$ cat config.mk
export PLATFORM = sky130hd
export DESIGN_NAME = if_id_queue
export DESIGN_NICKNAME = d
export VERILOG_FILES = /design/src/rtl/if_id_queue.sv
export SDC_FILE = /design/constraint.sdc
export NUM_CORES = 1
export LEC_CHECK = 0
export CORE_ASPECT_RATIO = 0.5
export CORE_MARGIN = 4
export CORE_UTILIZATION = 50
export CTS_CLUSTER_DIAMETER = 100
export DETAILED_ROUTE_END_ITERATION = 8
export DONT_BUFFER_PORTS = 1
export PLACE_DENSITY = 0.68
export SYNTH_ARGS = -nofsm -noshare
export SYNTH_HDL_FRONTEND = slang
export SYNTH_SLANG_ARGS = --single-unit
$ cat constraint.sdc
create_clock -name clk -period 2.2 [get_ports clk]
set_input_delay 0.44 -clock clk [delete_from_list [all_inputs] [get_ports clk]]
set_output_delay 0.44 -clock clk [all_outputs]
set_load 0.02 [all_outputs]
$ cat src/rtl/if_id_queue.sv
// Instruction fetch queue between IF and ID: a DEPTH-entry FIFO of {PCNext, instruction}
// pairs with valid/ready handshakes on both sides, flushed whole on a taken branch.
module if_id_queue #(
  parameter int unsigned DEPTH     = 4,
  parameter int unsigned ADDR_W    = 2,
  parameter logic [31:0] NOP_INSTR = 32'h0
) (
  input  logic              clk,
  input  logic              nrst,
  input  logic              i_IF_valid,
  input  logic [31:0]       i_IF_data_PCNext,
  input  logic [31:0]       i_IF_data_instruction,
  output logic              o_IF_ready,
  input  logic              i_IF_ctrl_PCSrc,
  output logic              o_ID_valid,
  output logic [31:0]       o_ID_data_instruction,
  output logic [31:0]       o_ID_data_PCNext,
  input  logic              i_ID_ready,
  output logic [ADDR_W:0]   o_count,
  output logic              o_err
);

  localparam logic [ADDR_W:0]   FULL_CNT = (ADDR_W+1)'(DEPTH);
  localparam logic [ADDR_W:0]   CNT_ONE  = (ADDR_W+1)'(1);
  localparam logic [ADDR_W-1:0] PTR_ONE  = ADDR_W'(1);

  logic [63:0]       storage_q [DEPTH];
  logic [ADDR_W-1:0] wr_ptr_q, wr_ptr_d;
  logic [ADDR_W-1:0] rd_ptr_q, rd_ptr_d;
  logic [ADDR_W:0]   count_q, count_d;
  logic              err_q, err_d;
  logic              push, pop;

  assign o_IF_ready = (count_q != FULL_CNT);
  assign o_ID_valid = (count_q != '0);
  assign o_count    = count_q;
  assign o_err      = err_q;

  assign push = i_IF_valid & o_IF_ready & ~i_IF_ctrl_PCSrc;
  assign pop  = o_ID_valid & i_ID_ready & ~i_IF_ctrl_PCSrc;

  always_comb begin
    o_ID_data_instruction = NOP_INSTR;
    o_ID_data_PCNext      = '0;
    if (o_ID_valid) begin
      o_ID_data_PCNext      = storage_q[rd_ptr_q][63:32];
      o_ID_data_instruction = storage_q[rd_ptr_q][31:0];
    end
  end

  always_comb begin
    wr_ptr_d = wr_ptr_q;
    rd_ptr_d = rd_ptr_q;
    count_d  = count_q;
    err_d    = err_q;
    if (i_IF_ctrl_PCSrc) begin
      // Flush outranks both handshakes; storage is left as-is, only pointers reset.
      wr_ptr_d = '0;
      rd_ptr_d = '0;
      count_d  = '0;
    end else begin
      if (i_IF_valid && !o_IF_ready) err_d = 1'b1;
      if (push) wr_ptr_d = wr_ptr_q + PTR_ONE;
      if (pop)  rd_ptr_d = rd_ptr_q + PTR_ONE;
      case ({push, pop})
        2'b10:   count_d = count_q + CNT_ONE;
        2'b01:   count_d = count_q - CNT_ONE;
        default: count_d = count_q;
      endcase
    end
  end

  always_ff @(posedge clk or negedge nrst) begin
    if (!nrst) begin
      wr_ptr_q <= '0;
      rd_ptr_q <= '0;
      count_q  <= '0;
      err_q    <= 1'b0;
      for (int unsigned i = 0; i < DEPTH; i++) storage_q[i] <= '0;
    end else begin
      wr_ptr_q <= wr_ptr_d;
      rd_ptr_q <= rd_ptr_d;
      count_q  <= count_d;
      err_q    <= err_d;
      if (push) storage_q[wr_ptr_q] <= {i_IF_data_PCNext, i_IF_data_instruction};
    end
  end

endmodule
# Word-level counts from Yosys, hierarchy flattened
# Index checks and enable logic that the tools add are counted.
[op_classes]
mul = 0
n_mux = 14
n_shift = 0
bitwise_logic = 7
n_eq_ne = 3
magnitude_cmp = 3
div = 0
reduce_logical = 8
add_sub_neg = 4
[ops]
columns = ["op", "count"]
rows = [
  ["$bwmux 256", 1],
  ["$mux 64", 3],
  ["$bmux 64 s2", 1],
  ["$demux 64 s2", 1],
  ["$mux 32", 2],
  ["$mux 2", 4],
  ["$ge 3x3->1 const B", 2],
  ["$not 2->3", 2],
  ["$pmux 3 s2", 1],
  ["$reduce_bool 3->1", 2],
  ["$add 2x1->2 const B", 2],
  ["$and 1x1->1", 4],
  ["$reduce_bool 2->1", 2],
  ["$add 3x1->3 const B", 1],
  ["$lt 3x1->1 const B", 1],
  ["$mux 3", 1],
  ["$ne 3x3->1 const B", 1],
  ["$sub 3x1->3 const B", 1],
  ["$eq 2x1->1 const B", 1],
  ["$eq 2x2->1 const B", 1],
  ["$logic_and 1x1->1", 2],
  ["$reduce_and 2->1", 1],
  ["$logic_not 1->1", 1],
  ["$not 1->1", 1],
]
[word_totals]
out_inout_bits = 70
reg_bits = 264
mem_bits_ro = 0
memories = 0
wordCells = 47
in_bits = 69
latch_bits = 0
ram_bits = 0

# Longest topological paths before layout
[logic_depth]
word_depth = 6
mapped_depth = 9
ltp_nobuf = 7

# Worst setup path after synthesis
# Ideal clock, no wire load.
[synth_timing]
kind = "reg2reg"
from = "reg count_q[2] (netlist: o_count[2])"
to = "reg count_q[2] (netlist: o_count[2])"
stages_incl_launch_ff = 10
setup_time_ns = 0.082
n_path_buf = 2
t_arrival_ns = 2.412
path_slack_ns = -0.294
period_less_slack_ns = 2.494
required_ns = 2.118
path_cell_list = "dfrtp_1 -> clkbuf_1 -> or3_1 -> clkbuf_1 -> nand2_1 -> nor3_1 -> fa_1 -> nand2b_1 -> or4_1 -> a31oi_1"
[synth_via]
elab_chain_cells = 6
word_cells_on_any_way = 13
cone_classes = "2 x add/sub; 3 x eq/ne; 2 x mux; 4 x bitwise; 2 x reduce/logical"
[synth_rtl]
columns = ["item", "line_no", "rtl"]
rows = [
  ["start: declaration", "30", "logic [ADDR_W:0] count_q, count_d;"],
  ["start signal: assignment", "83", "count_q <= count_d;"],
  ["$ne 3x3->1 or $reduce_bool 3->1 (tied branches)", "34, 35", ""],
  ["$and 1x1->1, on equally long branches (2 in a row)", "39, 40", ""],
  ["$eq 2x1->1 or $eq 2x2->1 (tied branches)", "65", "case ({push, pop})"],
  ["$pmux 3 s2", "65", ""],
  ["$mux 3", "56", "if (i_IF_ctrl_PCSrc) begin"],
]
# Several ways; a longest one is shown, not always the timed one.
# A chain may end at the register's enable or synchronous reset.

# Worst setup path after layout
[layout_timing]
from = "reg rd_ptr_q[0]"
to = "out o_ID_data_instruction[2]"
[layout_via]
elab_chain_cells = 5
[layout_rtl]
columns = ["item", "line_no", "rtl"]
rows = [
  ["start: declaration", "29", "logic [ADDR_W-1:0] rd_ptr_q, rd_ptr_d;"],
  ["start signal: assignment", "82", "rd_ptr_q <= rd_ptr_d;"],
  ["$not 2->3 (implied by the code)", "47", "o_ID_data_instruction = storage_q[rd_ptr_q][31:0];"],
  ["$bmux 64 s2", "47", ""],
  ["$mux 64 (implied by the code) (2 in a row)", "47", ""],
  ["$mux 32", "45", "if (o_ID_valid) begin"],
  ["end: declaration", "16", "output logic [31:0] o_ID_data_instruction,"],
]
# Every way passes these cells. The select of a mux whose other input is x is not followed.

==> impl_metrics.env <==
export IMPL_outcome="finished, violations left"
export IMPL_failed_checks="hold timing, setup timing"
export IMPL_edff_count_synth=0
export IMPL_clock_path_buffers=3
export IMPL_cts_tree="built"
export IMPL_fin_crit_ns=2.50
export IMPL_synth_async_reset_ratio_pct=100
export IMPL_layout_cell_area_non_filler_um2=13500
export IMPL_postRouteAntennaNets=0
export IMPL_regToRegStartpoint="o_count[1]"
export IMPL_cts_inserted_buffers=24
export IMPL_synth_seq_area_share_pct=55.5
export IMPL_layout_filler_cells=1791
export IMPL_nNetsFinal=834
export IMPL_timing_final_crit_share_pct=114
export IMPL_overall_die_area_um2=26500
export IMPL_synthesis_area_um2=11900
export IMPL_post_cts_hold_buffer_count=1
export IMPL_io_buffer_count=0
export IMPL_drive_above_1_share_pct=58.3
export IMPL_routed_vias=6282
export IMPL_place_detailed_instances=1028
export IMPL_max_slew_worst_pin_slew_ns=0.624
export IMPL_global_route_overflow_total=0
export IMPL_final_setup_worst_slack_ns=-0.303
export IMPL_grt_antenna_before_repair=0
export IMPL_holdWs_ns=-0.395
export IMPL_dp_worst_setup_slack_ns=0.154
export IMPL_clkLatencyLatePin_ns=0.53
export IMPL_post_synth_num_cell_types=30
export IMPL_critical_path_top_delay_family="multiplexers"
export IMPL_finalHoldViolations=264
export IMPL_area_growth_pct=13.7
export IMPL_hpwl_um=14500
export IMPL_timing_final_setup_violations=64
export IMPL_synth_fp_nets=824
export IMPL_power_density_nw_per_um2=1130
export IMPL_crit_fanout=12
export IMPL_synth_main_ff_cell="sky130_fd_sc_hd__dfrtp_1"
export IMPL_synth_mux_area_fraction_pct=36.3
export IMPL_die_width_um=226
export IMPL_ir_worst_vdd_mv=0.420
export IMPL_unrepaired_setup_endpoints_after_global_routing="yes"
export IMPL_clock_skew_final_ns=0.00852
export IMPL_dr_first_iter_drc_count=352
export IMPL_crit_type="flop to output pin"
export IMPL_clk_pin_slew_worst_paths_ns=0.07
export IMPL_total_clock_sinks=264
export IMPL_std_cell_rows=39
export IMPL_critical_path_endpoint_type="output pin"
export IMPL_timing_hold_worst_class="primary input to async pin"
export IMPL_dpl_instance_area_um2=12400
export IMPL_ys_ff_latch=264
export IMPL_cts_root_buffer="sky130_fd_sc_hd__clkbuf_16"
export IMPL_synth_top_family_by_area="multiplexers"
export IMPL_post_synth_top_area_cell="sky130_fd_sc_hd__dfrtp_1"
export IMPL_cts_htree_levels=1
export IMPL_die_y_um=117
export IMPL_post_synth_most_frequent_cells="264 x sky130_fd_sc_hd__dfrtp_1, 256 x sky130_fd_sc_hd__mux2_2, 64 x sky130_fd_sc_hd__and2_1, 64 x sky130_fd_sc_hd__mux4_2, 31 x sky130_fd_sc_hd__buf_2"
export IMPL_req_time_crit_path_ns=1.76
export IMPL_grt_usage_pct=18.7
export IMPL_fp_coreArea_um2=23100
export IMPL_clock_fmax_mhz=400
export IMPL_vias_in_the_first_global_route=6729
export IMPL_adder_and_majority_cell_fraction_of_the_synthesized_area_pct=0.588
export IMPL_synth_simple_gate_area_share_pct=4.75
export IMPL_cp_data_arrival_time_ns=2.06
export IMPL_synthesis_yosys_warnings=0
export IMPL_synth_top_cells_by_area="sky130_fd_sc_hd__dfrtp_1 55%, sky130_fd_sc_hd__mux2_2 24%, sky130_fd_sc_hd__mux4_2 12%, sky130_fd_sc_hd__and2_1 3.4%, sky130_fd_sc_hd__buf_2 1.3%"
export IMPL_crit_path_start="rd_ptr_q[0]"
export IMPL_detail_route_wirelength_um=25100
export IMPL_startpoint_types="flop"
export IMPL_crit_chain="buf_12 -> buf_16 -> mux4_2 -> and2_1"
export IMPL_drt_pass1_iterations=4
export IMPL_vias_per_cell=5.81
export IMPL_critical_path_slowest_stage_cell="sky130_fd_sc_hd__mux4_2"
export IMPL_drt_wirelength_per_cell_um=23.2
export IMPL_synth_top_cell_area_share_pct=55.5
export IMPL_synth_xor_area_share_pct=0.294
export IMPL_route_detailed_drc=0
export IMPL_total_leakage_power_nw=5.95
export IMPL_drv_cap=0
export IMPL_gp_routability_congestion=0.727
export IMPL_yosys_cell_count_top_type="sky130_fd_sc_hd__dfrtp_1"
export IMPL_buf_inv_stages_crit_path=2
export IMPL_io_pin_count=139
export IMPL_maximum_number_of_pins_on_one_net_before_global_route_repair=265
export IMPL_maxSlewViolCount=0
export IMPL_synth_compound_gate_area_share_pct=0.631
export IMPL_max_stage_delay_ns=0.53
export IMPL_global_route_wire_length_before_repair_um=38600
export IMPL_worst_slew_margin_rel_pct=58.4
export IMPL_initial_core_util_pct=51.5
export IMPL_postSynthCellCount=750
export IMPL_synth_area_per_cell_um2=15.9
export IMPL_post_layout_nonfiller_instances=1082
-- layout make-up --
cell class	count	area [um2]	share of cell area, %
Antenna cell	1	2.50	0.0185
Clock buffer	35	703	5.19
Timing Repair Buffer	33	552	4.08
Inverter	2	7.51	0.0554
Sequential cell	264	6620	48.9
Multi-Input combinational cell	435	5230	38.6
Clock inverter	5	50.0	0.370
Tap cell	307	384	2.84
-- path summary, 6_finish.rpt --
| check | end | slack (ns) | depth (start not counted) |
|---|---|---|---|
| setup / recovery | o_ID_data_instruction[2] | -0.30 | 4 |
| hold / removal | storage_q[209] | -0.40 | 0 |
| setup reg to reg | o_count[2] | 0.09 | 7 |
| hold reg to reg | storage_q[73] | 0.50 | 1 |
| max in group asynchronous | rd_ptr_q[0] | 2.16 | 0 |
| min in group clk | storage_q[207] | 0.06 | 1 |
-- worst register-to-register path, cell delays in order, from the launching register on --
cell and delay (ns):
sky130_fd_sc_hd__dfrtp_2 0.41, sky130_fd_sc_hd__or3_4 0.40, sky130_fd_sc_hd__nand2_2 0.09, sky130_fd_sc_hd__nor3_1 0.06, sky130_fd_sc_hd__fa_2 0.36, sky130_fd_sc_hd__nand2b_1 0.17
sky130_fd_sc_hd__or4_1 0.41, sky130_fd_sc_hd__a31oi_1 0.14
-- registers in the layout, indices dropped and copies added (netlist names) --
name,count
o_count,3
wr_ptr_q,2
storage_q,256
rd_ptr_q,2
o_err,1
-- placed cells by master, fill, tap and decap left out, types with 6 or more instances in the layout --
master                      Yosys  routed
sky130_fd_sc_hd__and2_1        64      14
sky130_fd_sc_hd__and2_4         0      49
sky130_fd_sc_hd__buf_12         0      13
sky130_fd_sc_hd__buf_4          0       7
sky130_fd_sc_hd__clkbuf_1      16       6
sky130_fd_sc_hd__clkbuf_16      0      28
sky130_fd_sc_hd__dfrtp_1      264     259
sky130_fd_sc_hd__mux2_2       256     256
sky130_fd_sc_hd__mux4_2        64      64
sky130_fd_sc_hd__nor2_1         6       6
-- routing by layer --
| layer | vias to the layer above | GRT usage, % | routed length [um] |
|---|---|---|---|
| met5 | - | 0 | 0 |
| met4 | 0 | 4.38 | 487 |
| met3 | 28 | 4.44 | 1080 |
| met2 | 80 | 31.3 | 12100 |
| met1 | 3411 | 25.5 | 11500 |
| li1 | 2763 | - | - |
-- cells by family (layout without fill, tap and decap cells) --
kind of cell	count (synthesis)	after routing
flip-flops	264	264
AND/OR/NAND/NOR	95	95
other	0	1
XOR/XNOR	4	4
adder cells (fa/ha/maj)	5	5
AO/OA/AOI/OAI	11	11
buffers and inverters	51	75
multiplexers	320	320
-- timing repair --
item	in CTS	in global routing
setup endpoints to repair	65	65
buffers inserted	1	5
gates resized for setup	17	94
endpoints found under the hold margin	271	264
gates cloned	1	5
-- through the flow --
step	utilization [%]	TNS [ns]	power [mW]
CTS	57.3	-20.37	15.2
finish	58.5	-15.46	15.3
floorplan	-	-0.102	10.2
detailed placement	53.7	0	10.9
global placement	53.7	0	10.7
global route	58.5	-19.90	16.1
-- power breakdown --
part | switching [mW] | total, mW | internal, mW
combinational | 1.49 | 3.96 | 2.47
sequential | 0.774 | 7.25 | 6.48
clock | 1.80 | 4.12 | 2.32
Power figures use the tool's default switching activity.
